**src/rtl/adc_if.sv**
```systemverilog
// Parallel ADC pins as seen between the sequencer (master) and the ADC model (slave).
// Pure wiring, no latency.
// No backpressure: the sequencer paces all traffic with CONVST/RD/PD strobes.
interface adc_if;
    logic       ADC_CONVST;
    logic       ADC_RD;
    logic       ADC_PD;
    logic       ADC_EOC;
    logic [7:0] Data;

    modport master (output ADC_CONVST, ADC_RD, ADC_PD, input ADC_EOC, Data);
    modport slave  (input ADC_CONVST, ADC_RD, ADC_PD, output ADC_EOC, Data);
endinterface

```
**src/rtl/adc_responder.sv**
```systemverilog
// Emulates an 8-bit parallel ADC so the sequencer can run in loopback without the analog front end.
// Latency: EOC falls CONV_CYCLES clocks after the CONVST falling edge is sampled; Data lags RD by one clock.
// No backpressure: starts outside IDLE/READY are dropped, and those in CONVERT/READY are tallied in overrun_cnt.
module adc_responder #(
    parameter int unsigned CONV_CYCLES = 8,
    parameter int unsigned WAKE_CYCLES = 16
) (
    input  logic       clk_10MHz,
    input  logic       reset,
    adc_if.slave       adc,
    input  logic [7:0] sample_in,
    input  logic       ramp_mode,
    output logic       busy,
    output logic [7:0] overrun_cnt
);

    typedef enum logic [2:0] {
        PWRDN   = 3'd0,
        WAKE    = 3'd1,
        IDLE    = 3'd2,
        CONVERT = 3'd3,
        READY   = 3'd4,
        READ    = 3'd5
    } state_e;

    // Counters are loaded with N-1 so the exit happens on the Nth edge.
    localparam logic [7:0] CONV_LOAD = 8'(CONV_CYCLES - 1);
    localparam logic [7:0] WAKE_LOAD = 8'(WAKE_CYCLES - 1);

    state_e     state_q, state_d;
    logic [7:0] cnt_q, cnt_d;
    logic [7:0] shadow_q, shadow_d;
    logic [7:0] result_q, result_d;
    logic [7:0] ramp_q, ramp_d;
    logic [7:0] ovr_q, ovr_d;
    logic [7:0] data_q, data_d;
    logic       eoc_q, eoc_d;
    logic       busy_q, busy_d;
    logic       prev_convst_q;
    logic       conv_start;
    logic [7:0] src;
    logic [7:0] ovr_inc;

    assign conv_start = prev_convst_q & ~adc.ADC_CONVST;
    assign src        = ramp_mode ? ramp_q : sample_in;
    assign ovr_inc    = (ovr_q == 8'hFF) ? ovr_q : ovr_q + 8'd1;

    always_comb begin
        state_d  = state_q;
        cnt_d    = cnt_q;
        shadow_d = shadow_q;
        result_d = result_q;
        ramp_d   = ramp_q;
        ovr_d    = ovr_q;
        eoc_d    = eoc_q;
        if (adc.ADC_PD) begin
            state_d = PWRDN;
            eoc_d   = 1'b1;
        end else begin
            case (state_q)
                PWRDN: begin
                    state_d = WAKE;
                    cnt_d   = WAKE_LOAD;
                end
                WAKE: begin
                    if (cnt_q == 8'd0) state_d = IDLE;
                    else               cnt_d   = cnt_q - 8'd1;
                end
                IDLE: begin
                    if (conv_start) begin
                        shadow_d = src;
                        cnt_d    = CONV_LOAD;
                        state_d  = CONVERT;
                    end
                end
                CONVERT: begin
                    if (conv_start) ovr_d = ovr_inc;
                    if (cnt_q == 8'd0) begin
                        result_d = shadow_q;
                        eoc_d    = 1'b0;
                        ramp_d   = ramp_q + 8'd1;
                        state_d  = READY;
                    end else begin
                        cnt_d = cnt_q - 8'd1;
                    end
                end
                READY: begin
                    // A new start abandons the unread result and beats a coincident read.
                    if (conv_start) begin
                        ovr_d    = ovr_inc;
                        shadow_d = src;
                        cnt_d    = CONV_LOAD;
                        eoc_d    = 1'b1;
                        state_d  = CONVERT;
                    end else if (!adc.ADC_RD) begin
                        eoc_d   = 1'b1;
                        state_d = READ;
                    end
                end
                READ: begin
                    if (adc.ADC_RD) state_d = IDLE;
                end
                default: state_d = IDLE;
            endcase
        end
        data_d = (adc.ADC_PD || adc.ADC_RD) ? 8'd0 : result_q;
        busy_d = (state_d == CONVERT) || (state_d == WAKE) || (state_d == PWRDN);
    end

    always_ff @(posedge clk_10MHz or negedge reset) begin
        if (!reset) begin
            state_q       <= IDLE;
            cnt_q         <= 8'd0;
            shadow_q      <= 8'd0;
            result_q      <= 8'd0;
            ramp_q        <= 8'd0;
            ovr_q         <= 8'd0;
            data_q        <= 8'd0;
            eoc_q         <= 1'b1;
            busy_q        <= 1'b0;
            prev_convst_q <= 1'b1;
        end else begin
            state_q       <= state_d;
            cnt_q         <= cnt_d;
            shadow_q      <= shadow_d;
            result_q      <= result_d;
            ramp_q        <= ramp_d;
            ovr_q         <= ovr_d;
            data_q        <= data_d;
            eoc_q         <= eoc_d;
            busy_q        <= busy_d;
            prev_convst_q <= adc.ADC_CONVST;
        end
    end

    assign adc.ADC_EOC = eoc_q;
    assign adc.Data    = data_q;
    assign busy        = busy_q;
    assign overrun_cnt = ovr_q;

endmodule

```
**src/flat_wrapper.sv**
```systemverilog
// flat-port wrapper written by rule: the top's interface ports become plain ports
module adc_responder_flat 
#(
    parameter int unsigned CONV_CYCLES = 8,
    parameter int unsigned WAKE_CYCLES = 16
)
  (clk_10MHz, reset, sample_in, ramp_mode, busy, overrun_cnt, adc_ADC_CONVST, adc_ADC_RD, adc_ADC_PD, adc_ADC_EOC, adc_Data);
  adc_if adc_i ();
  input  logic clk_10MHz;
  input  logic reset;
  input  logic [7:0] sample_in;
  input  logic ramp_mode;
  output logic busy;
  output logic [7:0] overrun_cnt;
  input wire logic [$bits(adc_i.ADC_CONVST)-1:0] adc_ADC_CONVST;
  input wire logic [$bits(adc_i.ADC_RD)-1:0] adc_ADC_RD;
  input wire logic [$bits(adc_i.ADC_PD)-1:0] adc_ADC_PD;
  output wire logic [$bits(adc_i.ADC_EOC)-1:0] adc_ADC_EOC;
  output wire logic [$bits(adc_i.Data)-1:0] adc_Data;
  assign adc_i.ADC_CONVST = adc_ADC_CONVST;
  assign adc_i.ADC_RD = adc_ADC_RD;
  assign adc_i.ADC_PD = adc_ADC_PD;
  assign adc_ADC_EOC = adc_i.ADC_EOC;
  assign adc_Data = adc_i.Data;
  adc_responder #(.CONV_CYCLES(CONV_CYCLES), .WAKE_CYCLES(WAKE_CYCLES)) u_core (.clk_10MHz(clk_10MHz), .reset(reset), .adc(adc_i), .sample_in(sample_in), .ramp_mode(ramp_mode), .busy(busy), .overrun_cnt(overrun_cnt));
endmodule
```
**config.mk**
```make
export PLATFORM = sky130hd
export DESIGN_NAME = adc_responder_flat
export DESIGN_NICKNAME = d
export VERILOG_FILES = /design/src/rtl/adc_if.sv /design/src/rtl/adc_responder.sv /design/src/flat_wrapper.sv
export SDC_FILE = /design/constraint.sdc
export NUM_CORES = 1
export LEC_CHECK = 0
export CORE_UTILIZATION = 50
export CTS_CLUSTER_DIAMETER = 100
export DETAILED_ROUTE_END_ITERATION = 10
export HOLD_SLACK_MARGIN = 0.15
export PLACE_DENSITY = 0.85
export SKIP_CTS_REPAIR_TIMING = 1
export SYNTH_ARGS = -nofsm -noshare
export SYNTH_HDL_FRONTEND = slang
export SYNTH_SLANG_ARGS = --single-unit
```
**constraint.sdc**
```tcl
create_clock -name clk_10MHz -period 2.4 [get_ports clk_10MHz]
set_input_delay 0.48 -clock clk_10MHz [delete_from_list [all_inputs] [get_ports clk_10MHz]]
set_output_delay 0.48 -clock clk_10MHz [all_outputs]
set_load 0.05 [all_outputs]
```
* After elaboration in Yosys (flattened, before gate mapping)
Cells that the tools add are included.
Storage, ports and cells: input bits 14, output and inout bits 18, word-level logic and storage cells 63, register bits 54
Operators by class: equal/unequal tests 12, bitwise gates (word level) 4, $add $sub $neg 3, muxes and demuxes 18, reduce and logical (&&, ||, !) cells 16
Operators by type and width (number):
- 8-bit 2-to-1 mux | 4
- 8-bit one-hot mux with 3 select lines | 1
- 3-bit 2-to-1 mux | 7
- 3-bit one-hot mux with 6 select lines | 1
- 8-bit by 1-bit adder with 8-bit output, second input constant | 2
- 3-bit by 2-bit == test with 1-bit output, second input constant | 3
- 3-bit AND reduction | 3
- 8-bit == test, second input constant | 1
- 8-bit zero test | 1
- 4-bit AND reduction | 2
- 8-bit by 1-bit subtractor with 8-bit output, second input constant | 1
- 3-bit by 1-bit == test with 1-bit output, second input constant | 2
- 3-bit == test, second input constant | 2
- 3-bit zero test | 2
- 3-bit nonzero test | 2
- 2-bit OR reduction | 3
- 1-bit 2-to-1 mux | 4
- 4-bit by 3-bit != test with 1-bit output, second input constant | 1
- 1-bit logical OR | 3
- 3-bit by 2-bit != test with 1-bit output, second input constant | 1
- 1-bit NOT | 3
- 2-bit by 1-bit != test with 1-bit output, second input constant | 1
- 2-bit != test, second input constant | 1
- 1-bit one-hot mux with 2 select lines | 1
- 1-bit bitwise AND | 1

* Longest topological paths before layout
Gate-level depths: netlist of the first run.
depth in word-level cells 8, mapped depth 9, gate-level depth less buffers 8

* Worst setup path before layout of the first run
No wires, ideal clock.
path kind reg-to-reg, start register u_core.cnt_q[0], end register u_core.cnt_q[4], path slack 421 ps, clock period less this slack 1979 ps, data required time 2322 ps, arrival time 1901 ps, setup time 78 ps, stages on the path, launching flop included 9, path buffers 1, cells stage by stage dfrtp_1 inv_1 ha_1 nor3b_1 and3_4 o31a_1 buf_6 or4_1 a21boi_1
On the way: cells in the longest elaborated chain, start to end 3, elaborated cells on any way between the ends 6, those cells by class add/sub: 1; eq/ne: 1; mux: 2; reduce/logical: 2
Ends and longest elaborated chain:
- from (decl) | RTL line adc_responder.sv:31 | logic [7:0] cnt_q, cnt_d;
- from (signal assigned) | RTL line adc_responder.sv:124 | cnt_q <= cnt_d;
- 8-bit by 1-bit subtractor with 8-bit output / 8-bit zero test (equally long branches)
- 8-bit 2-to-1 mux / 2-bit != test (equally long branches)
- 8-bit one-hot mux with 3 select lines / 4-bit AND reduction (equally long branches)
Parallel ways exist; a longest one is shown, timed or not. The select of a mux whose other input is x is not followed. A chain may end at the register's enable or synchronous reset.

* Worst setup path after layout of the first run
start register u_core.cnt_q[0], end register u_core.cnt_q[2]
Same word-level chain as after synthesis.

==> impl_metrics.ini, run 1 <==
[run_status]
status = completed

[cts]
tritoncts = yes
root_buffer = clkbuf_8
cts_inserted_buffers = 5
h-tree-depth = 2
clkTransAtPathRegs_ns = 0.10
clock_sink_count = 54
clk_path_buf_depth = 2
clk_latency_ns = 0.31

[power_and_ir_drop]
p_sw_uw = 394
ir_drop_uv = 235
power_frac_comb_pct = 6.7
swShare_pct = 24.9
p_per_area_mw_per_mm2 = 528
internal_power_uw = 1190
leakagePower_uw = 0.00140
p_total_uw = 1580
clock_power_share_pct = 34.2
seq_power_share_pct = 59.1

[sta]
skew_ns = 0.00663
grt_setup_unrepaired = no
max_freq_mhz = 446
fin_crit_sh_pct = 93.4
maxSlewViolCount = 0
final_hold_viol_count = 0
tightest_slew_ns = 0.658
tns_ns = 0
setup_viol = 0
slew_headroom_pct = 56.1
period_needed_ns = 2.24
hold_ws_ns = 0.275

[placed_design]
place_inst = 337
dp_hpwl_mm = 3.32
gp_congestion = 0.837
io_buffers = 31

[drt]
wirelength_mm = 4.65
dr.pass1.iters = 4
vias = 1809
drt_iter0_markers = 101
drcViolationCount = 0
routedWlPerCell_um = 13.5
vias_per_cell = 5.24
ant_nets = 0

[logic_synthesis]
yosysWarnings = 0
synthCells = 240
ys_ff_latch = 54
synth_fp_nets = 258
syn_area_mm2 = 0.00252
syn_area_per_cell_um2 = 10.5
yosys.area.top_type = dfrtp_1
ys_top_cells_by_area = dfrtp_1, nand2_1, xnor2_1
synth_cell_types = 49
ys_seq_area_share_pct = 53.7
synth_top_area_share_pct = 50.6

[critical_path]
slowest_stage = dfrtp_1
worstSetupPathType = register to register
path_buf_inv = 2
path_max_fanout = 10
crit_required_ns = 2.64
crit_path_end_kind = register
crit_family = simple AND/OR/NAND/NOR gates
cp-start-kind = register
cp.arrival_ns = 2.48
slowest_delay_ns = 0.42
crit_path_cell_trace = inv_1, ha_1, nor3b_1, and3_4, o31a_1, inv_2, and4_1, o21ai_1

[finish]
n_fill_cell = 385
final_cell_mix = dfrtp_1, nand2_1, clkdlybuf4s50_1
area_delta_synth_final_pct = 18.9
drive_above_1_share_pct = 11.9
postLayoutCoreUtil_pct = 62.6
final_common_cell = dfrtp_1
diodes = 0
layout.nets = 295
stdcell_count = 345

[global_route]
grt_max_degree = 55
grt_overflow = 0
grt_usage_pct = 19.4
grt_antenna_before_repair = 0
grt_pass1_vias = 1718
grt_pass1_wl_mm = 7.75

[floorplan]
die_h_um = 73.0
start_util_pct = 52.7
rows = 25
die_w_um = 73.0
ios = 32
die-area_mm2 = 0.00533
fp.coreArea_mm2 = 0.00479

[hold_path]
hold_path_class = input pin to asynchronous set/reset pin

[flow_run]
maxCapViolations = 0
final cells by class:
class                      instances  area, um^2  area share (%)
clock buffer                       5        68.8            2.30
clock inverter                     3        28.8           0.960
inverter                           5        18.8           0.626
multi-input combinational        171        1070            35.7
sequential                        54        1360            45.2
tap                               67        83.8            2.80
timing repair buffer              40         373            12.4
metal layers:
| metal | global-route usage [%] | routed length, um | vias up |
|---|---|---|---|
| met1 | 24.2 | 2120 | 866 |
| met3 | 4.70 | 115 | 9 |
| met4 | 8.93 | 101 | 0 |
| li1 | - | - | 901 |
| met5 | 0 | 0 | - |
| met2 | 31.7 | 2310 | 33 |
through the flow:
step,cell area [um^2],setup WS (ns)
4_1_cts,3000,0.190
6_report,3000,0.158
5_1_grt,3000,0.0567
3_5_place_dp,2900,0.0603
2_1_floorplan,2520,0.421
3_3_place_gp,2900,0.117
Yosys cell counts, drive strengths merged:
master  number
dfrtp       51
nand2       49
o21ai       13
nor2        11
xnor2       11
and2         9
nand4        9
mux2i        8
buf          6
a21oi        5
inv          5
xor2         5
a31oi        4
clkbuf       4
ha           4
nor2b        4
nor3b        4
a21boi       3
and3         3
dfstp        3
nand2b       3
o31ai        3
or4          3
and4         2
nand3        2
or3          2
a22oi        1
and2b        1
and3b        1
nor3         1
nor4         1
o211ai       1
o21a         1
o221a        1
o221ai       1
o22a         1
o311ai       1
o31a         1
o41ai        1
or2b         1
kinds of logic (layout without fill, tap and decap cells):
kind of cell,Yosys count,count (layout),share of synthesized area (%)
AO/OA/AOI/OAI,37,37,9.43
XOR/XNOR,16,16,5.56
adder cells (fa/ha/maj),4,4,1.99
buffers and inverters,15,53,3.87
flip-flops,54,54,53.7
multiplexers,8,8,3.18
AND/OR/NAND/NOR,106,106,22.2
worst paths after layout:
kind	from	to	slack [ns]	cells after the start
setup / recovery	u_core.cnt_q[0]	u_core.cnt_q[2]	0.16	8
hold / removal	reset	u_core.adc.Data[6]	0.27	2
setup reg to reg	u_core.cnt_q[0]	u_core.cnt_q[2]	0.16	8
hold reg to reg	u_core.result_q[1]	u_core.result_q[1]	0.47	2
max in group asynchronous	reset	u_core.overrun_cnt[1]	1.69	2
min in group clk_10MHz	u_core.result_q[1]	u_core.result_q[1]	0.47	2
sequential cells by signal, summed over array words and instances, names as in the netlist:
name	count
u_core.adc.Data	8
u_core.cnt_q	8
u_core.overrun_cnt	8
u_core.ramp_q	8
u_core.result_q	8
u_core.shadow_q	8
u_core.state_q	3
u_core.adc.ADC_EOC	1
u_core.busy	1
u_core.prev_convst_q	1
power groups by stage:
stage / sequential [uW] / combinational [uW] / clock, uW
after detailed placement: 953 / 106 / 0
after floorplan: 952 / 52.3 / 0
final: 936 / 106 / 541
after global routing: 939 / 117 / 587
after CTS: 936 / 107 / 557
after global placement: 953 / 104 / 0
Note: power is estimated with default switching activity, not from simulation.
==> inputs of run 2 (changes only) <==
--- a/config.mk
+++ b/config.mk
@@ -8,6 +8,7 @@
 export CORE_UTILIZATION = 50
 export CTS_CLUSTER_DIAMETER = 100
 export DETAILED_ROUTE_END_ITERATION = 10
+export GPL_TIMING_DRIVEN = 1
 export HOLD_SLACK_MARGIN = 0.15
 export PLACE_DENSITY = 0.85
 export SKIP_CTS_REPAIR_TIMING = 1
==> constraint.sdc (replaced) <==
create_clock -name clk_10MHz -period 2.9 [get_ports clk_10MHz]
set_input_delay 0.58 -clock clk_10MHz [delete_from_list [all_inputs] [get_ports clk_10MHz]]
set_output_delay 0.58 -clock clk_10MHz [all_outputs]
set_load 0.05 [all_outputs]
==> run 2 against run 1 <==
Against the previous run: via count barely moved; setup slack improved by 0.46 ns; die area did not move; flip-flop and latch count did not move; clock power fell by 22%; global-route usage fell by 1.1 points; worst hold slack improved by 0.012 ns.
==> impl_metrics.ini, run 2 (synthesis gave the netlist of run 1 again) <==
[drt]
drt_iter0_markers = 66
met2_length_mm = 2.19
wl_met3_um = 114
routed.top_layer = met4
vias_per_cell = 5.32
routedWlPerCell_um = 12.7
drcViolationCount = 0
wirelength_mm = 4.33
dr.pass1.iters = 4
wl_met1_mm = 1.96
vias = 1808
ant_nets = 0

[cts]
root_buffer = clkbuf_8
h-tree-depth = 2
clkTransAtPathRegs_ns = 0.10
clk_latency_ns = 0.30
cts_inserted_buffers = 5
tritoncts = yes
clock_sink_count = 54
clk_path_buf_depth = 2

[global_route]
grt_antenna_before_repair = 0
grt_pass1_vias = 1668
grt_pass1_wl_mm = 7.37
grt_usage_pct = 18.3
grt_overflow = 0
grt_max_degree = 29

[floorplan]
die-area_mm2 = 0.00533
die_h_um = 73.0
ios = 32
rows = 25
die_w_um = 73.0
fp.coreArea_mm2 = 0.00479
start_util_pct = 52.7

[power_and_ir_drop]
leakagePower_uw = 0.00137
ir_drop_uv = 293
p_per_area_mw_per_mm2 = 432

[placed_design]
dp_hpwl_mm = 3.15
gp_congestion = 0.815
io_buffers = 31

[critical_path]
cp-start-kind = input pin
path_max_fanout = 11
crit_required_ns = 3.13
crit_path_end_kind = register
cp.arrival_ns = 2.51
worstSetupPathType = input pin to register

[sta]
slew_headroom_pct = 57.4
max_freq_mhz = 438
tns_ns = 0
grt_setup_unrepaired = no
hold_ws_ns = 0.287
tightest_slew_ns = 0.640
period_needed_ns = 2.28
setup_viol = 0
fin_crit_sh_pct = 78.8
final_hold_viol_count = 0
maxSlewViolCount = 0
skew_ns = 0.00361

[hold_path]
hold_path_class = input pin to asynchronous set/reset pin

[finish]
area_delta_synth_final_pct = 17.7
layout.nets = 290
diodes = 0
final_common_cell = dfrtp_1
drive_above_1_share_pct = 10.3
final_cell_mix = dfrtp_1, nand2_1, clkdlybuf4s50_1

[flow_run]
maxCapViolations = 0

[run_status]
status = completed
[run 2: per-layer routing]
layer / vias up / track usage [%]
met1: 884 / 23.1
li1: 889 / -
met2: 29 / 29.9
met4: 0 / 8.06
met5: - / 0
met3: 6 / 4.14
[run 2: critical path, stage by stage]
cell and delay (ns):
clkdlybuf4s50_1 0.65, nor2b_1 0.11, nand4_1 0.13, and2_4 0.18
inv_1 0.15, or4_1 0.55, a21boi_1 0.17
[run 2: path summary, 6_finish.rpt]
| check | slack [ns] | endpoint | depth (start not counted) | from |
|---|---|---|---|---|
| max reg2reg | 0.69 | u_core.cnt_q[3] | 8 | u_core.cnt_q[0] |
| max | 0.62 | u_core.cnt_q[4] | 7 | adc_ADC_PD |
| min in group clk_10MHz | 0.46 | u_core.result_q[1] | 2 | u_core.result_q[1] |
| max in group asynchronous | 1.98 | u_core.prev_convst_q | 2 | reset |
| min | 0.29 | u_core.result_q[5] | 1 | reset |
| min reg2reg | 0.46 | u_core.result_q[1] | 2 | u_core.result_q[1] |
[run 2: power breakdown]
group / total (uW) / internal [uW] / switching, uW
clock network: 420 / 173 / 247
logic: 87.6 / 39.0 / 48.6
registers: 774 / 763 / 10.8
[run 2: cell type report]
| class | count | area, um^2 |
|---|---|---|
| well taps | 67 | 83.8 |
| flip-flops and latches | 54 | 1360 |
| fillers | 396 | 1820 |
| repair buffers | 35 | 348 |
| clock inverters | 3 | 23.8 |
| clock buffers | 5 | 68.8 |
| inverters | 5 | 18.8 |
| multi-input cells | 171 | 1070 |
[run 2: per-stage QoR]
stage | total power [uW] | util [%] | std cells | cell area [um^2] | setup WS [ns]
2_1_floorplan | 831 | - | 240 | 2520 | 0.921
3_3_place_gp | 874 | 60.1 | 332 | 2870 | 0.412
3_5_place_dp | 877 | 60.1 | 332 | 2870 | 0.329
4_1_cts | 1290 | 62.0 | 340 | 2970 | 0.632
5_1_grt | 1330 | 62.0 | 340 | 2970 | 0.502
6_report | 1280 | 62.0 | 340 | 2970 | 0.616
==> inputs of run 3 (changes only) <==
==> constraint.sdc (replaced) <==
create_clock -name clk_10MHz -period 2.2 [get_ports clk_10MHz]
set_input_delay 0.44 -clock clk_10MHz [delete_from_list [all_inputs] [get_ports clk_10MHz]]
set_output_delay 0.44 -clock clk_10MHz [all_outputs]
set_load 0.05 [all_outputs]
==> run 3 against run 2 <==
Against the previous run: critical path depth unchanged; worst hold slack improved by 0.19 ns; setup slack got worse by 0.50 ns; sequential share of layout area decreased by 1.6 points; clock skew increased by 0.0047 ns; clock power increased by 40%; flip-flop and latch count unchanged; combinational power increased by 40%; power increased by 35%; final cell count increased by 3.8%; register-to-register slack got worse by 0.58 ns.
==> impl_metrics.ini, run 3 (synthesis gave the netlist of run 1 again) <==
[flow_run]
maxCapViolations = 0

[placed_design]
io_buffers = 31
post-place-ws_ns = -0.0670
placed_area_mm2 = 0.00296
gp_congestion = 0.861
dp_hpwl_mm = 3.37

[power_and_ir_drop]
swShare_pct = 24.8
p_per_area_mw_per_mm2 = 564
power_frac_comb_pct = 7.1
leakagePower_uw = 0.00145
p_sw_uw = 430
internal_power_uw = 1300
ir_drop_uv = 376
clock_power_share_pct = 34.0
seq_power_share_pct = 58.9
p_total_uw = 1730

[hold_path]
hold_path_class = register to register

[floorplan]
rows = 25
die_w_um = 73.0
die_h_um = 73.0
fp.coreArea_mm2 = 0.00479
ios = 32
die-area_mm2 = 0.00533
start_util_pct = 52.7

[finish]
drive_above_1_share_pct = 14.3
final_cell_mix = dfrtp_1, nand2_1, clkdlybuf4s50_1
stdcell_area_mm2 = 0.00308
diodes = 0
postLayoutCoreUtil_pct = 64.3
n_fill_cell = 378
final_common_cell = dfrtp_1
layout.nets = 303
area_delta_synth_final_pct = 22.0

[global_route]
grt_pass1_wl_mm = 7.85
grt_antenna_before_repair = 0
grt_usage_pct = 19.2
grt_overflow = 0
grt_pass1_vias = 1763
grt_max_degree = 32

[critical_path]
crit_path_end_kind = register
path_max_fanout = 8
worstSetupPathType = register to register
slowest_delay_ns = 0.51
slowest_stage = or4_1
crit_path_cell_trace = inv_1, ha_1, nor3b_2, and3_4, o31a_1, or4_1, a21boi_1
crit_family = simple AND/OR/NAND/NOR gates
path_buf_inv = 1
cp-start-kind = register
crit_required_ns = 2.44
cp.arrival_ns = 2.33

[drt]
vias = 1867
wirelength_mm = 4.59
routedWlPerCell_um = 13.0
vias_per_cell = 5.29
drcViolationCount = 0
ant_nets = 0
drt_iter0_markers = 117
dr.pass1.iters = 4

[sta]
slew_headroom_pct = 64.7
maxSlewViolCount = 0
setup_viol = 0
fin_crit_sh_pct = 95.0
skew_ns = 0.00830
final_hold_viol_count = 0
setup_ws_ns = 0.111
period_needed_ns = 2.09
tightest_slew_ns = 0.530
max_freq_mhz = 479
grt_setup_unrepaired = no

[cts]
root_buffer = clkbuf_8
clkTransAtPathRegs_ns = 0.11
clk_path_buf_depth = 2
tritoncts = yes
cts_inserted_buffers = 5
clock_sink_count = 54
h-tree-depth = 2
clk_latency_ns = 0.31

[run_status]
status = completed
## run 3: cell types whose count changed in the layout (fill, tap and decap cells not counted)
cell and delta:
buf_4 +12, clkinv_4 +1, nor3b_1 -1, clkinvlp_4 -2
inv_8 +1, dlygate4sd3_1 +1, nor3b_2 +1
## run 3: area by class of cell
| type | instances | area, um^2 | share of cell area, % |
|---|---|---|---|
| Clock buffer | 5 | 68.8 | 2.24 |
| Clock inverter | 3 | 28.8 | 0.935 |
| Inverter | 5 | 18.8 | 0.610 |
| Multi-Input combinational cell | 171 | 1070 | 34.9 |
| Sequential cell | 54 | 1360 | 44.0 |
| Tap cell | 67 | 83.8 | 2.72 |
| Timing Repair Buffer | 48 | 448 | 14.6 |
## run 3: path summary, 6_finish.rpt
check	start	to	slack, ns	cells after the start
max in group asynchronous	reset	u_core.adc.ADC_EOC	0.95	3
min	u_core.result_q[7]	u_core.result_q[7]	0.47	2
max reg2reg	u_core.cnt_q[0]	u_core.cnt_q[6]	0.11	7
max	u_core.cnt_q[0]	u_core.cnt_q[6]	0.11	7
min in group asynchronous	reset	u_core.adc.Data[5]	0.63	2
min reg2reg	u_core.result_q[7]	u_core.result_q[7]	0.47	2
## run 3: power by group through the flow
stage                     Sequential (uW)  Clock (uW)  Combinational [uW]
after floorplan                      1040           0                57.1
final                                1020         590                 123
after global placement               1040           0                 119
after detailed placement             1040           0                 123
after global routing                 1020         638                 138
after CTS                            1020         598                 123
## run 3: through the flow
stage | instances | hold WS, ns | setup TNS [ns]
5_1_grt | 353 | 0.494 | 0
3_3_place_gp | 344 | 0.440 | -0.0640
2_1_floorplan | 240 | 0.144 | 0
6_report | 353 | 0.472 | 0
3_5_place_dp | 344 | 0.448 | -0.148
4_1_cts | 352 | 0.106 | 0
## run 3: worst reg2reg max path, stage by stage, from the launching register on
cell	delay [ns]
dfrtp_1	0.40
inv_1	0.07
ha_1	0.20
nor3b_2	0.18
and3_4	0.19
o31a_1	0.33
or4_1	0.51
a21boi_1	0.15
## run 3: per-layer routing
layer	global-route usage, %	share of wire [%]	wire, um
met3	3.31	3.0	139
met1	23.6	44	2000
met4	8.50	2.0	91
met5	0	0	0
met2	32.9	51	2360
